==> config.mk <==
export PLATFORM = sky130hd
export DESIGN_NAME = writeback_arbiter
export DESIGN_NICKNAME = d
export VERILOG_FILES = /design/src/rtl/wb_pkg.sv /design/src/rtl/wb_fifo.sv /design/src/rtl/writeback_arbiter.sv
export SDC_FILE = /design/constraint.sdc
export NUM_CORES = 1
export LEC_CHECK = 0
export BUFFER_PORTS_ARGS = -buffer_cell sky130_fd_sc_hd__buf_2
export CAP_MARGIN = 20
export CORE_MARGIN = 2
export CORE_UTILIZATION = 62
export DETAILED_ROUTE_END_ITERATION = 10
export PLACE_DENSITY = 0.95
export SLEW_MARGIN = 10
export SYNTH_ARGS = -nofsm -noshare
export SYNTH_HDL_FRONTEND = slang
export SYNTH_SLANG_ARGS = --single-unit
==> constraint.sdc <==
create_clock -name clock -period 4.65 [get_ports clock]
set_clock_uncertainty 0.2 [all_clocks]
set_input_delay 0.465 -clock clock [delete_from_list [all_inputs] [get_ports clock]]
set_output_delay 0.465 -clock clock [all_outputs]
set_load 0.05 [all_outputs]
==> src/rtl/wb_pkg.sv <==
// Shared types and default widths for the register-file write-back arbiter.
// Holds the entry layout, default widths and the source-id encoding.
package wb_pkg;

    localparam int WB_DATA_W = 16;
    localparam int WB_ADDR_W = 3;
    localparam int WB_DEPTH  = 4;

    typedef struct packed {
        logic [WB_ADDR_W-1:0] idx;
        logic [WB_DATA_W-1:0] data;
    } wb_entry_t;

    typedef enum logic {
        SRC_MEM = 1'b0,
        SRC_ALU = 1'b1
    } wb_src_e;

endpackage

==> src/rtl/wb_fifo.sv <==
// Write-back queue: circular storage with read/write pointers and occupancy.
// Ports: clock, Resetn (async low), push/wdata, pop/rdata, full, empty.
module wb_fifo #(
    parameter int WIDTH = 19,
    parameter int DEPTH = 4
) (
    input  logic             clock,
    input  logic             Resetn,
    input  logic             push,
    input  logic [WIDTH-1:0] wdata,
    input  logic             pop,
    output logic [WIDTH-1:0] rdata,
    output logic             full,
    output logic             empty
);

    localparam int PTR_W = $clog2(DEPTH);
    localparam int CNT_W = $clog2(DEPTH + 1);

    logic [WIDTH-1:0] mem [DEPTH];
    logic [PTR_W-1:0] wptr;
    logic [PTR_W-1:0] rptr;
    logic [CNT_W-1:0] count;
    logic             do_push;
    logic             do_pop;

    assign full    = (count == CNT_W'(DEPTH));
    assign empty   = (count == '0);
    assign do_push = push && !full;
    assign do_pop  = pop && !empty;
    assign rdata   = mem[rptr];

    always_ff @(posedge clock) begin
        if (do_push)
            mem[wptr] <= wdata;
    end

    // DEPTH is a power of two, so pointers wrap by natural overflow.
    always_ff @(posedge clock or negedge Resetn) begin
        if (!Resetn) begin
            wptr  <= '0;
            rptr  <= '0;
            count <= '0;
        end else begin
            if (do_push)
                wptr <= wptr + PTR_W'(1);
            if (do_pop)
                rptr <= rptr + PTR_W'(1);
            if (do_push && !do_pop)
                count <= count + CNT_W'(1);
            else if (do_pop && !do_push)
                count <= count - CNT_W'(1);
        end
    end

endmodule

==> src/rtl/writeback_arbiter.sv <==
// Write-back front end: arbitrates ALU/load results into a FIFO, retires one
// register-file write per cycle and publishes a per-register pending mask.
// Ports: clock, Resetn; Alu{Valid,Reg,Data,Ready}; Mem{Valid,Reg,Data,Ready};
// RegWrite/WriteReg/WriteData to the register file; Busy pending mask.
// Option: define WB_RR_EN for round-robin priority on contended cycles.
import wb_pkg::*;

module writeback_arbiter #(
    parameter int DATA_W = WB_DATA_W,
    parameter int ADDR_W = WB_ADDR_W,
    parameter int DEPTH  = WB_DEPTH
) (
    input  logic                 clock,
    input  logic                 Resetn,
    input  logic                 AluValid,
    input  logic [ADDR_W-1:0]    AluReg,
    input  logic [DATA_W-1:0]    AluData,
    output logic                 AluReady,
    input  logic                 MemValid,
    input  logic [ADDR_W-1:0]    MemReg,
    input  logic [DATA_W-1:0]    MemData,
    output logic                 MemReady,
    output logic                 RegWrite,
    output logic [ADDR_W-1:0]    WriteReg,
    output logic [DATA_W-1:0]    WriteData,
    output logic [2**ADDR_W-1:0] Busy
);

    localparam int NREG  = 2**ADDR_W;
    localparam int PW    = $clog2(DEPTH + 2);
    localparam int ENT_W = ADDR_W + DATA_W;

    logic              full;
    logic              empty;
    logic              cand;
    logic              mem_first;
    logic              push;
    logic              pop;
    logic [ADDR_W-1:0] push_reg;
    logic [DATA_W-1:0] push_data;
    logic [ENT_W-1:0]  head;
    logic [PW-1:0]     pend [NREG];

    // Ready depends on registered occupancy only, never on this cycle's pop.
    assign cand = Resetn && !full;

`ifdef WB_RR_EN
    wb_src_e last_grant;

    // Reset to ALU so the first contended grant goes to Mem.
    assign mem_first = (last_grant == SRC_ALU);

    always_ff @(posedge clock or negedge Resetn) begin
        if (!Resetn)
            last_grant <= SRC_ALU;
        else if (cand && AluValid && MemValid)
            last_grant <= MemReady ? SRC_MEM : SRC_ALU;
    end
`else
    assign mem_first = 1'b1;
`endif

    always_comb begin
        MemReady = cand && MemValid && (mem_first || !AluValid);
        AluReady = cand && AluValid && !(MemValid && mem_first);
    end

    assign push      = MemReady || AluReady;
    assign push_reg  = MemReady ? MemReg : AluReg;
    assign push_data = MemReady ? MemData : AluData;
    assign pop       = !empty;

    wb_fifo #(
        .WIDTH (ENT_W),
        .DEPTH (DEPTH)
    ) u_fifo (
        .clock (clock),
        .Resetn(Resetn),
        .push  (push),
        .wdata ({push_reg, push_data}),
        .pop   (pop),
        .rdata (head),
        .full  (full),
        .empty (empty)
    );

    // Output stage: index/data hold their last values while idle.
    always_ff @(posedge clock or negedge Resetn) begin
        if (!Resetn) begin
            RegWrite  <= 1'b0;
            WriteReg  <= '0;
            WriteData <= '0;
        end else begin
            RegWrite <= pop;
            if (pop) begin
                WriteReg  <= head[ENT_W-1:DATA_W];
                WriteData <= head[DATA_W-1:0];
            end
        end
    end

    // A register stays pending until the cycle its write is on the port ends.
    always_ff @(posedge clock or negedge Resetn) begin
        if (!Resetn) begin
            for (int r = 0; r < NREG; r++)
                pend[r] <= '0;
        end else begin
            for (int r = 0; r < NREG; r++) begin
                if (push && push_reg == ADDR_W'(r)
                    && !(RegWrite && WriteReg == ADDR_W'(r)))
                    pend[r] <= pend[r] + PW'(1);
                else if (RegWrite && WriteReg == ADDR_W'(r)
                    && !(push && push_reg == ADDR_W'(r)))
                    pend[r] <= pend[r] - PW'(1);
            end
        end
    end

    always_comb begin
        Busy = '0;
        for (int r = 0; r < NREG; r++)
            Busy[r] = (pend[r] != '0);
    end

endmodule

==> summary.txt <==
Outcome
  – Outcome: finished clean

Drt
  – DRT antenna net count: 0
  – Iteration-0 DRC Markers: 155
  – Routed WL per cell: 19.8 um
  – Pre-Repair DR Iteration Count: 4
  – Routed Wire Length: ~11 mm
  – Via count: 3145
  – Number of remaining DRC errors: 0
  – Vias/cell: 5.82

Layout
  – Utilization after layout: 0.747
  – Fillers: 508
  – Area Growth Syn to Fin: 18.7%
  – Ant. Diodes: 0
  – Final #Nets: approximately 480
  – Layout cells sized above 1: 0.422
  – Most frequent cells in the layout: edfxtp_1 (76), buf_2 (71), dfrtp_1 (51)
  – Commonest non-fill, non-tap cell in the layout: edfxtp_1

STA
  – RSZ-0062 raised after global routing: no
  – Fin crit period: 3.28 ns
  – Setup TNS: 0 ns
  – FMAX: 0.305 GHz
  – Final Max Slew Viols: 0
  – Worst Max-Slew Pin Slew: ~0.94 ns
  – Post-route clock period utilization: 0.706
  – Final hold violations: 0
  – Slew headroom: 0.373
  – Setup violations, final: 0

Floorplan
  – Die Wd: between 90 and 100 um
  – Core Box Area: 0.00906 mm2
  – # rows: 35
  – Die height: 99.9 um
  – I/O pin count: about 70
  – Die ar.: 0.00999 mm2
  – Initial core utilization: 0.629

Power and ir drop
  – Max IR drop VDD: 0.597 mV
  – Cell Pwr Density: 724 mW/mm2
  – Leakage: 2.70 nW
  – Design Power: 4.90 mW

Place
  – Placed wire-length estimate: between 6 and 7 mm
  – IO buf count: 71
  – Routability cong.: between 0.8 and 0.9

Worst hold path
  – Worst Min Path Start: MemData[4]
  – Hold crit path type: in2reg

Synthesis
  – Synth area leaders: edfxtp_1 (40%), dfrtp_1 (22%), mux4_2 (7.5%)
  – Mapped Area: 0.00571 mm2
  – Ys flop type: edfxtp_1
  – Post-synth ARST share: 0.402
  – Mapped Cells: 332
  – Post-synth EDFFs: 76
  – Mean Syn Cell Area: 17.2 um2
  – Post-synth top area share: 0.400
  – Yosys reg bits: approximately 130
  – Cell taking the most area after synthesis: edfxtp_1
  – Yosys cell types: 36
  – Share of the yosys chip area belonging to registers: 0.624
  – Yosys warns: 0
  – Syn Nets: 395

CTS
  – CTS H-tree depth: 4
  – Clock sinks: 127
  – Post_cts resized: 0
  – Clock Path Buffers: 2
  – CTS Root Cell: clkbuf_8
  – Clk Latency, worst-skew pair: 0.51 ns
  – CTS tree: built
  – Setup bufs post-CTS: 0
  – Clk slew on worst S/H paths: 0.06 ns
  – Inserted Clock Buffers: 17

Job
  – Maxcap violations: 0

GRT
  – GRT Util Overall: 0.229
  – Initial antenna violation count: 0
  – Global-route wire length before repair: 17.1 mm
  – Largest net degree at the start of global routing: 34
  – Total gr overflow: 0
  – Number of global-route vias before repair: roughly 3.4k

Setup path
  – CP Class: in2out
  – CP Data Arrival Time: 2.62 ns
  – CP Max Fanout: 33
  – Nature of the critical path startpoint: primary input
  – RR Startpoint: u_fifo.count[0]
  – Crit path capture type: primary output
  – R2r setup slk: 2.07 ns
  – Crit. Startpoint: Resetn
  – Worst endpoint required time: 3.98 ns
## path summary, 6_finish.rpt
path                                          to  cells past startpoint
worst max-delay path                    AluReady                      5
worst min-delay path            u_fifo.mem[2][4]                      2
worst max register to register          pend[22]                      7
worst min register to register           pend[5]                      1
max in group asynchronous               RegWrite                      3
min in group asynchronous          WriteData[13]                      2
## synth_stat cells, types with 8 or more instances
cell      number
dfrtp_1       51
edfxtp_1      76
fa_1           8
ha_1          13
inv_1         13
mux2_2        27
mux2_4        20
mux4_2        19
nor2_1        18
or3_1          8
xnor2_1       12
xor2_1        19
## worst max-delay path: stages
cell           delay (ns)
dlygate4sd3_1        0.57
buf_2                0.51
buf_4                0.49
and4b_2              0.28
buf_2                0.26
## timing repair
| item | 4_1_cts | 5_1_grt |
|---|---|---|
| hold buffers | 1 | 0 |
| endpoints found under the hold margin | 19 | 0 |
| endpoints found under the setup margin | 0 | 0 |
## layer usage
metal | GRT usage | part of all wire
met5 | 0 | 0
met4 | 0.0769 | 0.012
met3 | 0.0606 | 0.053
met2 | 0.404 | 0.54
met1 | 0.277 | 0.39
## power by group
part / internal [mW] / switching (mW) / leakage, nW
Combinational: 0.701 / 0.939 / 1.11
Clock: 0.880 / 0.508 / 0.308
Sequential: 1.57 / 0.301 / 1.28
Total: 3.15 / 1.75 / 2.70
## stage by stage
step	cell area (um2)	hold WS, ns	std cells	setup slack [ns]
2_1_floorplan	5710	-0.0306	332	2.26
3_3_place_gp	6140	0.250	507	1.89
3_5_place_dp	6140	0.253	507	1.81
4_1_cts	6770	0.0607	540	1.36
5_1_grt	6770	0.0732	540	1.21
6_report	6770	0.0793	540	1.37
## kinds of logic (layout without fill, tap and decap cells)
group | Yosys count | in the layout | synth area share
flip-flops | 127 | 127 | 0.624
multiplexers | 66 | 66 | 0.181
AND/OR/NAND/NOR | 55 | 55 | 0.0566
XOR/XNOR | 31 | 31 | 0.0476
buffers and inverters | 23 | 120 | 0.0228
adder cells (fa/ha/maj) | 21 | 21 | 0.0566
AO/OA/AOI/OAI | 9 | 9 | 0.0118
## cell type report
cell class                 count  area (um2)  share of cell area
sequential                   127        3560               0.526
inverter                      14        52.6             0.00776
tap                          111         139              0.0205
multi-input combinational    182        2020               0.298
clock inverter                15         209              0.0309
timing repair buffer          74         380              0.0562
clock buffer                  17         414              0.0612
## state kept, by name, summed over array words and instances (netlist names)
register      flops
u_fifo.mem       76
RegWrite          1
WriteReg          3
WriteData        16
u_fifo.rptr       2
pend             24
u_fifo.count      3
u_fifo.wptr       2
Power figures use the tool's default switching activity.
